`src/rtl/alu_dispatch_if.sv`:
```
// alu_dispatch_if: issue/slot/completion signals between the ALU dispatch scheduler and its environment
//   master: drives rdy, flush, in_valid, in_needs_tag, slot_busy, done_valid, done_tag
//   slave : drives in_ready, en, alloc_tag, free_cnt, stall_cnt
interface alu_dispatch_if #(
    parameter int SLOTS = 2,
    parameter int TAG_W = 4
);
    logic                     rdy;
    logic                     flush;
    logic                     in_valid;
    logic                     in_needs_tag;
    logic                     in_ready;
    logic [SLOTS-1:0]         slot_busy;
    logic [SLOTS-1:0]         done_valid;
    logic [SLOTS*TAG_W-1:0]   done_tag;
    logic [SLOTS-1:0]         en;
    logic [TAG_W-1:0]         alloc_tag;
    logic [TAG_W-1:0]         free_cnt;
    logic [15:0]              stall_cnt;

    modport master (
        output rdy, flush, in_valid, in_needs_tag, slot_busy, done_valid, done_tag,
        input  in_ready, en, alloc_tag, free_cnt, stall_cnt
    );

    modport slave (
        input  rdy, flush, in_valid, in_needs_tag, slot_busy, done_valid, done_tag,
        output in_ready, en, alloc_tag, free_cnt, stall_cnt
    );
endinterface

```
`src/rtl/alu_dispatch_sched.sv`:
```
// alu_dispatch_sched: round-robin ALU RS slot issue with renaming-tag pool allocation
//   clk, rst        : clock, synchronous active-high reset
//   bus (slave)     : rdy/flush control, in_valid/in_needs_tag/in_ready issue handshake,
//                     slot_busy, done_valid/done_tag completion broadcast,
//                     en/alloc_tag registered issue outputs, free_cnt, stall_cnt
module alu_dispatch_sched #(
    parameter int SLOTS = 2,
    parameter int TAG_W = 4
) (
    input logic           clk,
    input logic           rst,
    alu_dispatch_if.slave bus
);
    localparam int NT = (1 << TAG_W) - 1;
    localparam int PW = SLOTS > 1 ? $clog2(SLOTS) : 1;
    localparam logic [TAG_W-1:0] UNL = '1;

    typedef enum logic {RUN, FLUSH} state_t;

    state_t           state, state_nx;
    logic [NT-1:0]    free_map, rel_mask, alloc_mask, map_nx;
    logic [SLOTS-1:0] pending, slot_free, sel_oh;
    logic [PW-1:0]    rr_ptr, sel_idx;
    logic [TAG_W-1:0] tag_sel, cnt_nx;
    logic             slot_any, tag_any, in_ready, issue, take_tag, stall;

    // pending masks a slot for the cycle between issue and its RS busy flag rising
    assign slot_free = ~bus.slot_busy & ~pending;
    assign sel_oh    = SLOTS'(1) << sel_idx;

    // Round-robin search: scan offsets high to low so the smallest offset from rr_ptr wins
    always_comb begin
        logic [PW-1:0] idx;
        sel_idx  = '0;
        slot_any = 1'b0;
        idx      = '0;
        for (int j = SLOTS - 1; j >= 0; j--) begin
            idx = PW'((int'(rr_ptr) + j) % SLOTS);
            if (slot_free[idx]) begin
                sel_idx  = idx;
                slot_any = 1'b1;
            end
        end
    end

    // Lowest-index free tag
    always_comb begin
        tag_sel = UNL;
        tag_any = 1'b0;
        for (int t = NT - 1; t >= 0; t--) begin
            if (free_map[t]) begin
                tag_sel = TAG_W'(t);
                tag_any = 1'b1;
            end
        end
    end

    always_comb begin
        rel_mask = '0;
        for (int i = 0; i < SLOTS; i++) begin
            if (bus.done_valid[i] && bus.done_tag[i*TAG_W +: TAG_W] != UNL)
                rel_mask[bus.done_tag[i*TAG_W +: TAG_W]] = 1'b1;
        end
    end

    // Release is applied before allocation clears: an allocated tag was already free,
    // so a same-cycle release of it is the ignored "already free" case
    assign alloc_mask = take_tag ? (NT'(1) << tag_sel) : '0;
    assign map_nx     = (free_map | rel_mask) & ~alloc_mask;

    always_comb begin
        cnt_nx = '0;
        for (int t = 0; t < NT; t++)
            cnt_nx = cnt_nx + TAG_W'(map_nx[t]);
    end

    always_ff @(posedge clk) begin
        if (rst)
            state <= RUN;
        else
            state <= state_nx;
    end

    always_comb begin
        state_nx = state;
        if (bus.rdy)
            state_nx = (state == RUN && bus.flush) ? FLUSH : RUN;
    end

    always_comb begin
        in_ready = bus.rdy & ~rst & (state == RUN) & ~bus.flush & slot_any
                 & (tag_any | ~bus.in_needs_tag);
        issue    = bus.in_valid & in_ready;
        take_tag = issue & bus.in_needs_tag;
        stall    = bus.in_valid & ~in_ready & bus.rdy;
    end

    assign bus.in_ready = in_ready;

    always_ff @(posedge clk) begin
        if (rst) begin
            free_map      <= '1;
            bus.free_cnt  <= TAG_W'(NT);
            rr_ptr        <= '0;
            pending       <= '0;
            bus.stall_cnt <= '0;
            bus.en        <= '0;
            bus.alloc_tag <= UNL;
        end else if (!bus.rdy) begin
            bus.en        <= '0;
            bus.alloc_tag <= UNL;
        end else begin
            if (stall && bus.stall_cnt != 16'hFFFF)
                bus.stall_cnt <= bus.stall_cnt + 16'd1;
            if (bus.flush) begin
                free_map      <= '1;
                bus.free_cnt  <= TAG_W'(NT);
                pending       <= '0;
                bus.en        <= '0;
                bus.alloc_tag <= UNL;
            end else begin
                free_map      <= map_nx;
                bus.free_cnt  <= cnt_nx;
                pending       <= issue ? sel_oh : '0;
                bus.en        <= issue ? sel_oh : '0;
                bus.alloc_tag <= take_tag ? tag_sel : UNL;
                if (issue)
                    rr_ptr <= PW'((int'(sel_idx) + 1) % SLOTS);
            end
        end
    end
endmodule

```
`src/flat_wrapper.sv`:
```
// flat-port wrapper written by rule: the top's interface ports become plain ports
module alu_dispatch_sched_flat 
#(
    parameter int SLOTS = 2,
    parameter int TAG_W = 4
)
  (clk, rst, bus_rdy, bus_flush, bus_in_valid, bus_in_needs_tag, bus_slot_busy, bus_done_valid, bus_done_tag, bus_in_ready, bus_en, bus_alloc_tag, bus_free_cnt, bus_stall_cnt);
  alu_dispatch_if #(.SLOTS(SLOTS), .TAG_W(TAG_W)) bus_i ();
  input logic clk;
  input logic rst;
  input wire logic [$bits(bus_i.rdy)-1:0] bus_rdy;
  input wire logic [$bits(bus_i.flush)-1:0] bus_flush;
  input wire logic [$bits(bus_i.in_valid)-1:0] bus_in_valid;
  input wire logic [$bits(bus_i.in_needs_tag)-1:0] bus_in_needs_tag;
  input wire logic [$bits(bus_i.slot_busy)-1:0] bus_slot_busy;
  input wire logic [$bits(bus_i.done_valid)-1:0] bus_done_valid;
  input wire logic [$bits(bus_i.done_tag)-1:0] bus_done_tag;
  output wire logic [$bits(bus_i.in_ready)-1:0] bus_in_ready;
  output wire logic [$bits(bus_i.en)-1:0] bus_en;
  output wire logic [$bits(bus_i.alloc_tag)-1:0] bus_alloc_tag;
  output wire logic [$bits(bus_i.free_cnt)-1:0] bus_free_cnt;
  output wire logic [$bits(bus_i.stall_cnt)-1:0] bus_stall_cnt;
  assign bus_i.rdy = bus_rdy;
  assign bus_i.flush = bus_flush;
  assign bus_i.in_valid = bus_in_valid;
  assign bus_i.in_needs_tag = bus_in_needs_tag;
  assign bus_i.slot_busy = bus_slot_busy;
  assign bus_i.done_valid = bus_done_valid;
  assign bus_i.done_tag = bus_done_tag;
  assign bus_in_ready = bus_i.in_ready;
  assign bus_en = bus_i.en;
  assign bus_alloc_tag = bus_i.alloc_tag;
  assign bus_free_cnt = bus_i.free_cnt;
  assign bus_stall_cnt = bus_i.stall_cnt;
  alu_dispatch_sched #(.SLOTS(SLOTS), .TAG_W(TAG_W)) u_core (.clk(clk), .rst(rst), .bus(bus_i));
endmodule
```
`config.mk`:
```
export PLATFORM = sky130hd
export DESIGN_NAME = alu_dispatch_sched_flat
export DESIGN_NICKNAME = d
export VERILOG_FILES = /design/src/rtl/alu_dispatch_if.sv /design/src/rtl/alu_dispatch_sched.sv /design/src/flat_wrapper.sv
export SDC_FILE = /design/constraint.sdc
export NUM_CORES = 1
export LEC_CHECK = 0
export BUFFER_PORTS_ARGS = -buffer_cell sky130_fd_sc_hd__buf_2
export CORE_MARGIN = 2
export CORE_UTILIZATION = 55
export CTS_BUF_LIST = sky130_fd_sc_hd__clkbuf_4 sky130_fd_sc_hd__clkbuf_8 sky130_fd_sc_hd__clkbuf_16
export CTS_CLUSTER_SIZE = 8
export DETAILED_ROUTE_END_ITERATION = 7
export GPL_ROUTABILITY_DRIVEN = 0
export PLACE_DENSITY = 0.75
export SYNTH_ARGS = -nofsm -noshare
export SYNTH_HDL_FRONTEND = slang
export SYNTH_SLANG_ARGS = --single-unit
```
`constraint.sdc`:
```
create_clock -name clk -period 18.9 [get_ports clk]
set_clock_uncertainty 0.2 [all_clocks]
set_input_delay 3.78 -clock clk [delete_from_list [all_inputs] [get_ports clk]]
set_output_delay 3.78 -clock clk [all_outputs]
set_load 0.01 [all_outputs]
```
==> Word level (Yosys, flattened, before mapping) <==
Cells that the tools add are included.
{ "classes": {"addsub": 17, "magnitude_cmp": 6, "n_shift": 2, "n_reduce_logical": 10, "eq_ne": 3, "muxes": 50, "bitwise": 24} }
{ "op_table": {"columns": ["op", "n"], "rows": [
  ["two-way mux 15 bit", 4],
  ["adder 4 x 1 -> 4 bit", 13],
  ["two-way mux 4 bit", 9],
  ["OR 15 bit", 2],
  ["two-way mux 1 bit", 27],
  ["adder 16 x 1 -> 16 bit, second input constant", 1],
  ["!= test 16 bit, second input constant", 1],
  ["bitwise AND 15 bit", 1],
  ["NOT 15 bit", 1],
  ["<< shifter 1 x 4 -> 15 bit, first input constant", 1],
  ["two-way mux 3 bit", 4],
  ["less-than comparator 4 x 5 -> 1 bit, second input constant", 2],
  ["bitwise AND 1 bit", 9],
  ["demux 1 bit (select 4 bit)", 2],
  [">= comparator 4 x 1 -> 1 bit, second input constant", 2],
  ["two-way mux 2 bit", 4],
  ["!= test 4 bit, second input constant", 2],
  ["NOT 1 bit", 7],
  ["logical AND 1 bit", 6],
  ["less-than comparator 1 x 2 -> 1 bit, second input constant", 2],
  ["NOT 2 bit", 2],
  ["OR reduction 4 bit", 1],
  ["AND reduction 3 bit", 1],
  ["adder 1 bit, second input constant", 2],
  ["6 further kinds", 6]
]} }
{ "word_totals": {"word_cells": 120, "output_inout_bits": 27, "register_bits": 45, "in_bits": 18} }

==> Depth between registers and ports, before layout <==
{ "logic_depth": {"word_depth": 37, "depth_mapped": 19, "mapped_depth_nobuf": 18} }

==> Worst setup path after synthesis <==
Ideal clock, no wire load.
{ "synth_path": {"path_kind": "input-to-output", "from": "input port bus_rdy", "to": "output port bus_in_ready", "path_buffers": 4, "t_arrival_ns": 5.374, "path_stages": 7, "required_time_ns": 14.920, "slack_ns": 9.546, "cell_sequence": "buf_4 -> or3b_1 -> clkbuf_1 -> or3_1 -> nor2_1 -> clkbuf_1 -> buf_2"} }
{ "synth_between": {"elab_chain_len": 5} }
{ "synth_rtl": {"columns": ["item", "line", "text"], "rows": [
  ["from (decl)", "flat_wrapper.sv:11", "input wire logic [$bits(bus_i.rdy)-1:0] bus_rdy;"],
  ["bitwise AND 1 bit (4 in a row)", "alu_dispatch_sched.sv:91", "in_ready = bus.rdy & ~rst & (state == RUN) & ~bus.flush & slot_any"],
  ["bitwise AND 1 bit", "alu_dispatch_sched.sv:92", "& (tag_any | ~bus.in_needs_tag);"],
  ["to (decl)", "flat_wrapper.sv:18", "output wire logic [$bits(bus_i.in_ready)-1:0] bus_in_ready;"]
]} }
Every way passes these cells.

==> Worst setup path in the final report <==
{ "layout_path": {"from": "input port rst", "to": "output port bus_in_ready"} }
{ "layout_between": {"elab_chain_len": 6} }
{ "layout_rtl": {"columns": ["item", "line", "text"], "rows": [
  ["from (decl)", "flat_wrapper.sv:10", "input logic rst;"],
  ["NOT 1 bit", "alu_dispatch_sched.sv:91", null],
  ["bitwise AND 1 bit (4 in a row)", "alu_dispatch_sched.sv:91", null],
  ["bitwise AND 1 bit", "alu_dispatch_sched.sv:92", null]
]} }
Every way passes these cells.

==> results.py <==
metrics = {
    "timing": {
        "slew_headroom_pct": 26.89,
        "finalCritPeriodShare_pct": 54.11,
        "fmax_mhz": 97.79,
        "min_period_ps": 10230,
        "final.setup.worst_slack_ps": 8674,
        "rsz0062_at_grt": "no",
        "setup_violations": 0,
        "final_hold_viol_count": 0,
        "fin_tns_setup_ps": 0,
        "slew_violations": 0,
        "worstMarginPinSlew_ps": 1093,
    },
    "power": {
        "p_per_area_mw_per_mm2": 55.44,
        "leakagePower_uw": 0.001258,
        "vdd_drop_max_mv": 0.04810,
        "power_uw": 174.8,
    },
    "logic_synthesis": {
        "synth_seq_cells": 45,
        "syn_area_per_cell_um2": 8.164,
        "synth_top_flop_cell": "dfxtp_1",
        "synth-async-reset-ratio_pct": 0,
        "yosys_warnings": 0,
        "syn_nets": 379,
        "synth_edf_count": 0,
        "synthesis.area_mm2": 0.002816,
        "yosysUniqueCellTypes": 57,
        "synthCells": 345,
        "synth.yosys.seq_area_share_pct": 31.99,
    },
    "placement": {
        "hpwl_um": 5583,
        "placedCellCount": 442,
        "post-place-ws_ps": 8692,
        "io_buffers": 44,
    },
    "global_routing": {
        "grt_pass1_wl_um": 11620,
        "grt_max_degree": 23,
        "grt_use_total_pct": 26.68,
        "grt-ovfl-total": 0,
        "first_global_vias": 2399,
        "antenna_found_initial": 0,
    },
    "critical_path": {
        "r2r_slack_ps": 13570,
        "crit_required_ps": 14920,
        "cp_max_fo": 22,
        "r2r_start": "u_core.pending[1]$_SDFFE_PP0P_",
        "crit_type": "in2out",
        "cp.arrival_ps": 6250,
        "start_kind": "input pin",
        "crit_path_start": "rst",
        "end_kind": "output port",
    },
    "finish": {
        "layout_commonest_cell": "dfxtp_1",
        "instances_no_fill": 450,
        "area_delta_synth_final_pct": 11.95,
        "seq_area_um2": 900.9,
        "nets": 413,
        "final_cell_mix": "dfxtp_1 (45), buf_2 (44), inv_1 (31), a21oi_1 (29), nor2_1 (26)",
        "multi_input_area_mm2": 0.001729,
        "drive_gt1_share_pct": 15.79,
        "fillCellCount": 476,
        "diodes": 0,
    },
    "detailed_routing": {
        "drtIter0Drc": 274,
        "ant_nets": 0,
        "dr.pass1.iters": 4,
        "drt-total-wl_um": 7234,
        "post_drt_wl_per_cell_um": 16.08,
        "viasPerCell": 6.360,
        "drc_errors": 0,
        "vias": 2862,
    },
    "min_path": {
        "hold_path_startpoint": "u_core.bus.free_cnt[0]$_SDFFE_PP1P_",
        "hold_path.class": "reg2reg",
    },
    "clocking": {
        "cts_resized": 0,
        "h-tree-depth": 2,
        "post_cts_buffers": 0,
        "cts-root-buf": "clkbuf_8",
        "insertion_delay_ps": 300,
        "cts_made_buffers": 5,
        "clkTransAtPathRegs_ps": 90,
        "clock_path_buffers": 2,
        "cts_tree": "done",
        "ctsHoldBuffers": 0,
        "cts.sinks": 45,
    },
    "floorplanning": {
        "core_mm2": 0.005010,
        "start_util_pct": 56.22,
        "die-area_mm2": 0.005709,
        "fp-row-count": 26,
        "io_pins": 45,
        "die_h_um": 75.56,
        "die_x_um": 75.56,
    },
    "run_status": {
        "outcome": "finished clean",
    },
    "flow_run": {
        "drv_cap": 0,
    },
}
## worst max-delay path: stages
cell    delay, ps
buf_2         220
or3b_1        620
or3_1         480
nor2_1        850
buf_2         280
## sequential cells by signal (all words and copies together), names as in the netlist
register / count
u_core.rr_ptr: 1
u_core.bus.free_cnt: 4
u_core.pending: 2
u_core.state: 1
u_core.bus.alloc_tag: 4
u_core.bus.en: 2
u_core.bus.stall_cnt: 16
u_core.free_map: 15
## area by class of cell
class / instances / area share (%)
Sequential cell: 45 / 28.57
Timing Repair Buffer: 44 / 6.984
Clock inverter: 2 / 0.5159
Inverter: 31 / 3.690
Clock buffer: 6 / 2.619
Multi-Input combinational cell: 252 / 54.84
Tap cell: 70 / 2.778
## per-stage QoR
| stage | area [um2] | hold WS [ps] | utilization, % |
|---|---|---|---|
| 2_1_floorplan | 2816 | 235.7 | - |
| 3_3_place_gp | 3054 | 248.0 | 60.96 |
| 3_5_place_dp | 3054 | 249.0 | 60.96 |
| 4_1_cts | 3153 | 270.5 | 62.94 |
| 5_1_grt | 3153 | 291.1 | 62.94 |
| 6_report | 3153 | 266.2 | 62.94 |
## layer usage
layer	up-vias	track usage [%]	wire length (um)
met2	158	39.71	3174
met1	1330	39.82	3303
li1	1353	-	-
met3	21	4.101	600
met4	0	8.187	155
met5	-	0	0
## cell usage after synthesis (3+ instances only)
| master | number | area, um2 |
|---|---|---|
| nor4_1 | 5 | 31.28 |
| clkbuf_1 | 14 | 52.55 |
| nand3b_1 | 5 | 37.54 |
| nand3_1 | 8 | 40.04 |
| nor2_1 | 26 | 97.59 |
| nor2b_1 | 3 | 18.77 |
| o221ai_1 | 6 | 52.55 |
| nand2b_1 | 5 | 31.28 |
| o31ai_1 | 10 | 75.07 |
| ha_1 | 7 | 87.58 |
| a211oi_1 | 3 | 22.52 |
| dfxtp_1 | 45 | 900.9 |
| inv_1 | 31 | 116.4 |
| nor3_1 | 14 | 70.07 |
| a21o_1 | 5 | 37.54 |
| or3_1 | 10 | 62.56 |
| nand4_1 | 5 | 31.28 |
| a21oi_1 | 29 | 145.1 |
| nand2_1 | 20 | 75.07 |
| or4_1 | 11 | 82.58 |
| o22a_1 | 4 | 35.03 |
| a22oi_1 | 3 | 22.52 |
| nor3b_1 | 3 | 22.52 |
| o22ai_1 | 7 | 43.79 |
| fa_1 | 9 | 180.2 |
| o21ai_0 | 13 | 65.06 |
## logic make-up after synthesis
group,count (synthesis),synth area share [%]
xor gates and xnor gates,2,0.6221
and+or+nand+nor,126,24.57
buffers and inverters,48,6.619
AOI/OAI and AO/OA,105,25.54
DFF,45,31.99
adders and majority gates,16,9.507
muxes,3,1.155
## power by group
group          total [uW]  switching (uW)  internal [uW]
registers            96.3           0.755           95.6
clock network        64.9            34.8           30.1
logic                13.6            8.78           4.80
total                 175            44.3            130
## path summary, 6_finish.rpt
| kind | end | cells after the start |
|---|---|---|
| min reg2reg | u_core.bus.free_cnt[0]$_SDFFE_PP1P_ | 1 |
| max reg2reg | u_core.bus.free_cnt[3]$_SDFFE_PP1P_ | 14 |
| min | u_core.bus.free_cnt[0]$_SDFFE_PP1P_ | 1 |
| max | bus_in_ready | 5 |
Power figures use the tool's default switching activity.
